## src/rtl/rpn_stack_exec.sv

```systemverilog
// Purpose : operand stack + executor for the 8-bit RPN ALU; pops B then A, computes A op B, pushes result.
// Latency : PUSH visible on TOP next cycle; binary op BUSY 4 cycles, NOT BUSY 3 cycles, DONE in the following cycle.
// Backpr. : no handshake; PUSH/EXEC while BUSY are dropped silently, full/empty/illegal requests set sticky ERR.
//
// Ports   : CLOCK/RESET (async active-low), CLEAR (sync flush), PUSH+DATA_IN, EXEC+OPCODE in;
//           TOP, COUNT, BUSY, DONE, CARRY, ZERO, ERR out.
// Macro   : RPN_MUL_EN builds the multiplier for OPCODE 111; without it that opcode is rejected with ERR.
module rpn_stack_exec #(
    parameter int DATA_W = 8,
    parameter int DEPTH  = 4,
    parameter int CNT_W  = $clog2(DEPTH) + 1
) (
    input  logic              CLOCK,
    input  logic              RESET,
    input  logic              CLEAR,
    input  logic              PUSH,
    input  logic [DATA_W-1:0] DATA_IN,
    input  logic              EXEC,
    input  logic [2:0]        OPCODE,
    output logic [DATA_W-1:0] TOP,
    output logic [CNT_W-1:0]  COUNT,
    output logic              BUSY,
    output logic              DONE,
    output logic              CARRY,
    output logic              ZERO,
    output logic              ERR
);

    localparam int IDX_W = $clog2(DEPTH);
    localparam logic [CNT_W-1:0] FULL = CNT_W'(DEPTH);

    localparam logic [2:0] OP_ADD = 3'b000;
    localparam logic [2:0] OP_SUB = 3'b001;
    localparam logic [2:0] OP_AND = 3'b010;
    localparam logic [2:0] OP_OR  = 3'b011;
    localparam logic [2:0] OP_XOR = 3'b100;
    localparam logic [2:0] OP_NOT = 3'b101;
    localparam logic [2:0] OP_SHL = 3'b110;
    localparam logic [2:0] OP_MUL = 3'b111;

    typedef enum logic [2:0] {S_IDLE, S_POP_B, S_POP_A, S_CALC, S_PUSH_R} state_t;

    state_t             state_q, state_d;
    logic [DATA_W-1:0]  mem_q [DEPTH];
    logic [DATA_W-1:0]  mem_d [DEPTH];
    logic [CNT_W-1:0]   count_q, count_d;
    logic [2:0]         op_q, op_d;
    logic [DATA_W-1:0]  a_q, a_d, b_q, b_d, res_q, res_d;
    logic               carry_q, carry_d, zero_q, zero_d, err_q, err_d, done_q, done_d;

    // idx_push is the next free slot; idx_top wraps to DEPTH-1 when the stack is full.
    logic [IDX_W-1:0]   idx_push, idx_top;
    logic [CNT_W-1:0]   need;
    logic               illegal_op;

    logic [DATA_W-1:0]  calc_res;
    logic               calc_carry;
    logic [DATA_W:0]    sum_w;
    logic [2*DATA_W-1:0] shl_w;
`ifdef RPN_MUL_EN
    logic [2*DATA_W-1:0] mul_w;
`endif

    assign idx_push = count_q[IDX_W-1:0];
    assign idx_top  = idx_push - IDX_W'(1);
    assign need     = (OPCODE == OP_NOT) ? CNT_W'(1) : CNT_W'(2);
`ifdef RPN_MUL_EN
    assign illegal_op = 1'b0;
`else
    assign illegal_op = (OPCODE == OP_MUL);
`endif

    // Datapath for the CALC state; operands are already latched in a_q/b_q.
    always_comb begin
        sum_w      = {1'b0, a_q} + {1'b0, b_q};
        // Widened shift keeps the last bit pushed out at position DATA_W.
        shl_w      = {{DATA_W{1'b0}}, a_q} << b_q[2:0];
`ifdef RPN_MUL_EN
        mul_w      = {{DATA_W{1'b0}}, a_q} * {{DATA_W{1'b0}}, b_q};
`endif
        calc_res   = '0;
        calc_carry = 1'b0;
        case (op_q)
            OP_ADD: begin calc_res = sum_w[DATA_W-1:0]; calc_carry = sum_w[DATA_W]; end
            OP_SUB: begin calc_res = a_q - b_q;         calc_carry = (a_q < b_q);   end
            OP_AND: calc_res = a_q & b_q;
            OP_OR:  calc_res = a_q | b_q;
            OP_XOR: calc_res = a_q ^ b_q;
            OP_NOT: calc_res = ~b_q;
            OP_SHL: begin calc_res = shl_w[DATA_W-1:0]; calc_carry = shl_w[DATA_W]; end
`ifdef RPN_MUL_EN
            OP_MUL: begin calc_res = mul_w[DATA_W-1:0]; calc_carry = |mul_w[2*DATA_W-1:DATA_W]; end
`endif
            default: begin calc_res = '0; calc_carry = 1'b0; end
        endcase
    end

    always_comb begin
        state_d = state_q;
        mem_d   = mem_q;
        count_d = count_q;
        op_d    = op_q;
        a_d     = a_q;
        b_d     = b_q;
        res_d   = res_q;
        carry_d = carry_q;
        zero_d  = zero_q;
        err_d   = err_q;
        done_d  = 1'b0;

        if (CLEAR) begin
            state_d = S_IDLE;
            count_d = '0;
            carry_d = 1'b0;
            zero_d  = 1'b0;
            err_d   = 1'b0;
        end else begin
            case (state_q)
                S_IDLE: begin
                    // EXEC wins over a coincident PUSH, even when EXEC itself is rejected.
                    if (EXEC) begin
                        if (illegal_op || (count_q < need)) begin
                            err_d = 1'b1;
                        end else begin
                            op_d    = OPCODE;
                            state_d = S_POP_B;
                        end
                    end else if (PUSH) begin
                        if (count_q == FULL) begin
                            err_d = 1'b1;
                        end else begin
                            mem_d[idx_push] = DATA_IN;
                            count_d         = count_q + CNT_W'(1);
                        end
                    end
                end
                S_POP_B: begin
                    b_d     = mem_q[idx_top];
                    count_d = count_q - CNT_W'(1);
                    state_d = (op_q == OP_NOT) ? S_CALC : S_POP_A;
                end
                S_POP_A: begin
                    a_d     = mem_q[idx_top];
                    count_d = count_q - CNT_W'(1);
                    state_d = S_CALC;
                end
                S_CALC: begin
                    res_d   = calc_res;
                    carry_d = calc_carry;
                    zero_d  = (calc_res == '0);
                    state_d = S_PUSH_R;
                end
                S_PUSH_R: begin
                    mem_d[idx_push] = res_q;
                    count_d         = count_q + CNT_W'(1);
                    done_d          = 1'b1;
                    state_d         = S_IDLE;
                end
                default: state_d = S_IDLE;
            endcase
        end
    end

    always_ff @(posedge CLOCK or negedge RESET) begin
        if (!RESET) begin
            state_q <= S_IDLE;
            for (int i = 0; i < DEPTH; i++) mem_q[i] <= '0;
            count_q <= '0;
            op_q    <= '0;
            a_q     <= '0;
            b_q     <= '0;
            res_q   <= '0;
            carry_q <= 1'b0;
            zero_q  <= 1'b0;
            err_q   <= 1'b0;
            done_q  <= 1'b0;
        end else begin
            state_q <= state_d;
            mem_q   <= mem_d;
            count_q <= count_d;
            op_q    <= op_d;
            a_q     <= a_d;
            b_q     <= b_d;
            res_q   <= res_d;
            carry_q <= carry_d;
            zero_q  <= zero_d;
            err_q   <= err_d;
            done_q  <= done_d;
        end
    end

    assign TOP   = (count_q == '0) ? '0 : mem_q[idx_top];
    assign COUNT = count_q;
    assign BUSY  = (state_q != S_IDLE);
    assign DONE  = done_q;
    assign CARRY = carry_q;
    assign ZERO  = zero_q;
    assign ERR   = err_q;

endmodule

```

## config.mk

```make
export PLATFORM = sky130hd
export DESIGN_NAME = rpn_stack_exec
export DESIGN_NICKNAME = d
export VERILOG_FILES = /design/src/rtl/rpn_stack_exec.sv
export SDC_FILE = /design/constraint.sdc
export NUM_CORES = 1
export LEC_CHECK = 0
export BUFFER_PORTS_ARGS = -buffer_cell sky130_fd_sc_hd__buf_4
export CELL_PAD_IN_SITES_DETAIL_PLACEMENT = 1
export CELL_PAD_IN_SITES_GLOBAL_PLACEMENT = 2
export CORE_MARGIN = 8
export CORE_UTILIZATION = 39
export DETAILED_ROUTE_END_ITERATION = 7
export GPL_TIMING_DRIVEN = 0
export PLACE_DENSITY_LB_ADDON = 0.1
export RECOVER_POWER = 50
export SLEW_MARGIN = 0
export SYNTH_ARGS = -nofsm -noshare
export SYNTH_HDL_FRONTEND = slang
export SYNTH_SLANG_ARGS = --single-unit
```

## constraint.sdc

```tcl
create_clock -name CLOCK -period 3.23 [get_ports CLOCK]
set_input_delay 0.1615 -clock CLOCK [delete_from_list [all_inputs] [get_ports CLOCK]]
set_output_delay 0.1615 -clock CLOCK [all_outputs]
set_load 0.01 [all_outputs]
```

* After elaboration in Yosys (flattened, before gate mapping)
Index checks and enable logic that the tools add are counted.
** Operators by class
- Add/sub/neg operators :: 5
- Order comparisons :: 5
- Equal/unequal tests :: 22
- Shifts and indexed selects :: 1
- Muxes and demuxes :: 37
- Bitwise gates (word level) :: 8
- Reduce and logical (&&, ||, !) cells :: 22
** Operators with widths (number)
- 32-bit 2-to-1 mux :: 3
- 32-bit bitwise mux :: 2
- 32-bit one-hot mux with 2 select lines :: 1
- 8-bit one-hot mux with 7 select lines :: 1
- 8-bit 2-to-1 mux :: 4
- 3-bit equality test (second input constant) :: 7
- 3-bit 2-to-1 mux :: 7
- 8-bit binary-select mux with 2-bit select :: 1
- 8-bit demux with 2-bit select :: 1
- 3-bit inequality test (second input constant) :: 5
- 1-bit 2-to-1 mux :: 13
- 3-bit by 2-bit equality test with 1-bit output (second input constant) :: 4
- 3-bit one-hot mux with 4 select lines :: 1
- 4-bit AND reduction :: 3
- 8-bit by 8-bit adder with 9-bit output :: 1
- 3-bit logical NOT :: 3
- 3-bit one-hot mux with 3 select lines :: 1
- 3-bit nonzero test :: 3
- 8-bit by 3-bit << shifter with 9-bit output :: 1
- 8-bit bitwise AND :: 1
- 8-bit logical NOT :: 1
- 8-bit < comparator :: 1
- 8-bit NOT :: 1
- 8-bit bitwise OR :: 1
- other kinds (22) :: 33
** Storage, ports and cells
- Flip-flop bits (word level) :: 69
- Input bits :: 16
- Output and inout bits :: 16
- Logic and storage cells :: 114

* Logic depth before layout (Yosys ltp)
- Depth in word-level cells :: 10
- Mapped depth :: 11
- Gate-level depth less buffers :: 11

* Least setup slack after synthesis
Ideal clock, no wire load.
- Kind :: register -> register
- From :: register count_q[0] (netlist: COUNT[0])
- To :: register mem_q[4] (netlist name)
- Library setup time :: 0.136 ns
- Data arrival time :: 2.445 ns
- Data required time :: 3.094 ns
- Setup slack :: 0.649 ns
- Stages on the path, launching flop included :: 11
- Path buffers :: 2
- Clock period less this slack :: 2.581 ns
- Cells stage by stage :: dfrtp_1 buf_1 inv_1 ha_1 nand2_1 a31oi_1 nor4_1 nand2_1 clkbuf_1 nand2_1 o21ai_0
** On the way
- Cells in the longest elaborated chain, start to end :: 10
- Elaborated cells between the ends (all ways) :: 15
- Classes of those cells :: order compare (2); eq/ne (2); mux (8); bitwise (1); reduce/logical (2)
** Ends and longest elaborated chain
- from (decl) :: line 46 : logic [CNT_W-1:0] count_q, count_d;
- from (signal assigned) :: line 180 : count_q <= count_d;
- 2-bit NOT with 3-bit output (not written as such) :: line 132, 154
- 3-bit >= comparator (not written as such) or 3-bit by 1-bit < comparator with 1-bit output (tied branches) :: line 132, 154
- 1-bit logical AND (not written as such) :: line 132, 154
- 8-bit 2-to-1 mux (not written as such) :: line 132, 154
- 8-bit demux with 2-bit select :: line 132, 154
- 32-bit bitwise mux :: line 132 : mem_d[idx_push] = DATA_IN;
- 32-bit 2-to-1 mux :: line 129 : if (count_q == FULL) begin
- 32-bit 2-to-1 mux :: line 128 : end else if (PUSH) begin
- 32-bit 2-to-1 mux :: line 121 : if (EXEC) begin
- 32-bit one-hot mux with 2 select lines :: line 118 : case (state_q)
- to (signal assigned) :: line 179 : mem_q <= mem_d;
- to (decl) :: line 44 : logic [DATA_W-1:0] mem_q [DEPTH];
Several ways; a longest one is shown, not always the timed one. The select of a mux whose other input is x is not followed.
A chain may end at the register's enable or synchronous reset.

* Worst setup path in the final report
- From :: register b_q[1]
- To :: register zero_q (netlist: ZERO)
** On the way
- Cells in the longest elaborated chain, start to end :: 5
- Elaborated cells between the ends (all ways) :: 11
- Classes of those cells :: add/sub (2); shift (1); mux (3); bitwise (4); reduce/logical (1)
** Ends and longest elaborated chain
- from (decl) :: line 48 : logic [DATA_W-1:0] a_q, a_d, b_q, b_d, res_q, res_d;
- from (signal assigned) :: line 171 : b_q <= '0;
- from (signal assigned) :: line 183 : b_q <= b_d;
- 8-bit subtractor, or another cell as far along :: line 85 : OP_SUB: begin calc_res = a_q - b_q; calc_carry = (a_q < b_q); end
- 8-bit one-hot mux with 7 select lines (*) :: line 83 : case (op_q)
- 8-bit logical NOT (*) :: line 150 : zero_d = (calc_res == '0);
- 1-bit 2-to-1 mux (*) :: line 118
- 1-bit 2-to-1 mux (*) :: line 111 : if (CLEAR) begin
- to (signal assigned) :: line 186 : zero_q <= zero_d;
- to (decl) :: line 49 : logic carry_q, carry_d, zero_q, zero_d, err_q, err_d, done_q, done_d;
Mark *: on every way between the ends. The rest lies on a longest branch, timed or not. The select of a mux whose other input is x is not followed.

==> impl_metrics.tcl <==
set metrics [dict create \
    status "complete, but fails checks" \
    violations "max-capacitance violations, max-slew violations" \
    grt_use_total_pct 19.6 \
    ys_warn_count 0 \
    maxCapViolations 1 \
    fillers 1352 \
    ios 32 \
    drt_iter0_drc 270 \
    cts_tree "done" \
    antenna_found_initial 0 \
    crit_type "reg -> reg" \
    hold_start "OPCODE[0]" \
    ys_async_sr_fraction_pct 100 \
    synth_flop_cell "dfrtp_1" \
    grt_max_degree 70 \
    arrival_ps 3210 \
    critPathCaptureType "flip-flop" \
    worstSetupStartpointType "flip-flop" \
    synth_edf_count 0 \
    die_area_mm2 0.0154 \
    htreeDepth 3 \
    hpwl_um 10600 \
    crit_family "simple AND/OR/NAND/NOR gates" \
    path_cells "buf_2 -> inv_1 -> ha_1 -> a211oi_1 -> or3_1 -> xnor2_1 -> a221oi_2 -> nand4_1 -> nor3_2 -> a32o_1" \
    maxSlewHeadroom_pct -15.3 \
    final_nets 580 \
    path_buf_inv 2 \
    drc 0 \
    seq_area_frac_synth_pct 37.9 \
    gp_congestion 0.855 \
    ir_worst_vdd_v 0.000500 \
    synth.net_count 539 \
    pre_cts_slack_ps -264 \
    routed_wl_um 13900 \
    grt_overflow 0 \
    vias_per_cell 5.55 \
    final_util_pct 46.5 \
    setup_violations 0 \
    tightest_slew_ps 1730 \
    ant_nets 0 \
    core-area_mm2 0.0114 \
    crit_slowest_cell "dfrtp_1" \
    worst_slack_ps 289 \
    min_period_ps 2940 \
    hold_viol 0 \
    portBuffers 31 \
    p_leak_nw 2.30 \
    dp.cells 664 \
    wl_per_cell_um 20.5 \
    clk_pin_slew_ps 60 \
    grt_pass1_vias 4144 \
    ys_ff_latch 69 \
    min_delay_path_depth 3 \
    rsz0062_at_grt "false" \
    drive_gt1_share_pct 15.1 \
    whs_endpoint "op_q[0]" \
    fin_crit_sh_pct 91.1 \
    via_count 3770 \
    grt_pass1_wl_um 23100 \
    regToRegEndpoint "ZERO" \
    cts-root-buf "clkbuf_16" \
    syn-cell-area_mm2 0.00456 \
    cp.required_ps 3500 \
    power.density_mw_per_mm2 1080 \
    cp_max_fo 10 \
    clock-sinks 69 \
    synth.avg_cell_area_um2 9.30 \
    finClkSkew_ps 9.70 \
    setup_tns_ps 0 \
    slew_viol_final 70 \
    hold_path_class "in -> reg" \
    timing.fmax_mhz 340 \
    postCtsSetupBuffers 0 \
    r2r_setup_slack_ps 290 \
    clk_latency_ps 340 \
    firstDrtPassIters 4 \
    die_y_um 124 \
    stdcell_count 679 \
    antenna_cells 0 \
    cpPeakStageDelay_ps 490 \
    synth_cell_types 62 \
    start_util_pct 39.9 \
    layout_commonest_cell "nand2_1" \
    core.rowCount 39 \
    r2r_start "b_q[1]" \
    layout_common_cells "nand2_1 (71), dfrtp_1 (69), o21ai_0 (59), nor2_1 (34), ha_1 (30)" \
    clockBufferDepth 2 \
    syn_inst 490 \
    die_w_um 124 \
    area.growth.synth_to_final_pct 16.5 \
    r2r_cells 10 \
    cts_buffers 9 \
]
## worst max-delay path by stage
stage | depth (start not counted) | start | end | slack [ps]
2_1_floorplan | 10 | COUNT[0] | mem_q[4] | 650
3_3_place_gp | 10 | COUNT[0] | mem_q[19] | -200
3_5_place_dp | 10 | COUNT[0] | mem_q[19] | -260
4_1_cts | 10 | b_q[1] | ZERO | 70
5_1_grt | 10 | b_q[1] | ZERO | 50
6_report | 10 | b_q[1] | ZERO | 290
## worst reg2reg max path: cells and delay by family, from the launching register on
kind                       cells  cell delay, ps
AOI/OAI and AO/OA              3             660
buffers and inverters          2             490
and+or+nand+nor                3             720
DFF                            1             490
adders and majority gates      1             390
xor gates and xnor gates       1             150
## area by class of cell
cell class	instances	area, um2	share of cell area (%)
flip-flops and latches	69	1730	32.5
multi-input cells	366	2580	48.6
clock buffers	12	246	4.64
well taps	143	179	3.37
repair buffers	32	214	4.03
clock inverters	4	95.1	1.79
plain buffers	24	158	2.97
inverters	29	109	2.05
## cells in the mapped netlist, types with 6 or more instances
| cell | instances | share of area [%] |
|---|---|---|
| nand2_1 | 71 | 5.9 |
| dfrtp_1 | 69 | 38 |
| o21ai_0 | 59 | 6.5 |
| nor2_1 | 34 | 2.8 |
| ha_1 | 30 | 8.2 |
| inv_1 | 28 | 2.3 |
| a21oi_1 | 19 | 2.1 |
| clkbuf_1 | 13 | 1.1 |
| mux2i_1 | 13 | 2.9 |
| mux4_2 | 11 | 5.4 |
| nor3_1 | 10 | 1.1 |
| and2_1 | 9 | 1.2 |
| mux2_2 | 7 | 1.7 |
| nand2b_1 | 7 | 0.96 |
| a221oi_1 | 6 | 1.2 |
| nand3_1 | 6 | 0.66 |
| nor2b_1 | 6 | 0.82 |
## metal layers
layer	vias up	GRT usage, %	wire length (um)
li1	1820	-	-
met1	1884	25.9	6450
met2	52	32.5	6900
met3	14	2.54	353
met4	0	6.47	215
met5	-	0	0
## sequential cells by signal (all words and copies together) (netlist names)
register / flops
mem_q: 32
a_q: 8
b_q: 8
res_q: 8
COUNT: 3
op_q: 3
state_q: 3
CARRY: 1
DONE: 1
ERR: 1
ZERO: 1
## report_power, final
| group | leakage (nW) | total [mW] | internal, mW | switching [mW] |
|---|---|---|---|---|
| combinational | 1.23 | 3.07 | 1.27 | 1.80 |
| sequential | 0.900 | 1.50 | 1.19 | 0.305 |
| clock | 0.167 | 1.14 | 0.774 | 0.367 |
| total | 2.30 | 5.71 | 3.24 | 2.47 |
## what timing repair did
item / 4_1_cts / 5_1_grt
hold buffers: 1 / 0
cloned: 0 / 0
endpoints found under the hold margin: 42 / 0
pin swaps: 0 / 0
resized for setup: 3 / 6
endpoints found under the setup margin: 40 / 30
## per-stage QoR
step / instance area [um2] / power [mW] / hold WS (ps)
5_1_grt: 5310 / 6.13 / 74.0
3_5_place_dp: 4970 / 4.51 / 337
6_report: 5310 / 5.71 / 58.8
3_3_place_gp: 4970 / 4.43 / 337
4_1_cts: 5330 / 5.71 / 46.9
2_1_floorplan: 4560 / 3.52 / -134
## kinds of logic (layout without fill, tap and decap cells)
logic type | count (synthesis) | count (layout) | synth area share [%]
XOR/XNOR | 7 | 7 | 1.35
AND/OR/NAND/NOR | 162 | 162 | 16.8
buffers and inverters | 55 | 101 | 6.15
adder cells (fa/ha/maj) | 33 | 33 | 9.56
flip-flops | 69 | 69 | 37.9
AO/OA/AOI/OAI | 133 | 133 | 18.2
multiplexers | 31 | 31 | 10.0
Power figures use the tool's default switching activity.
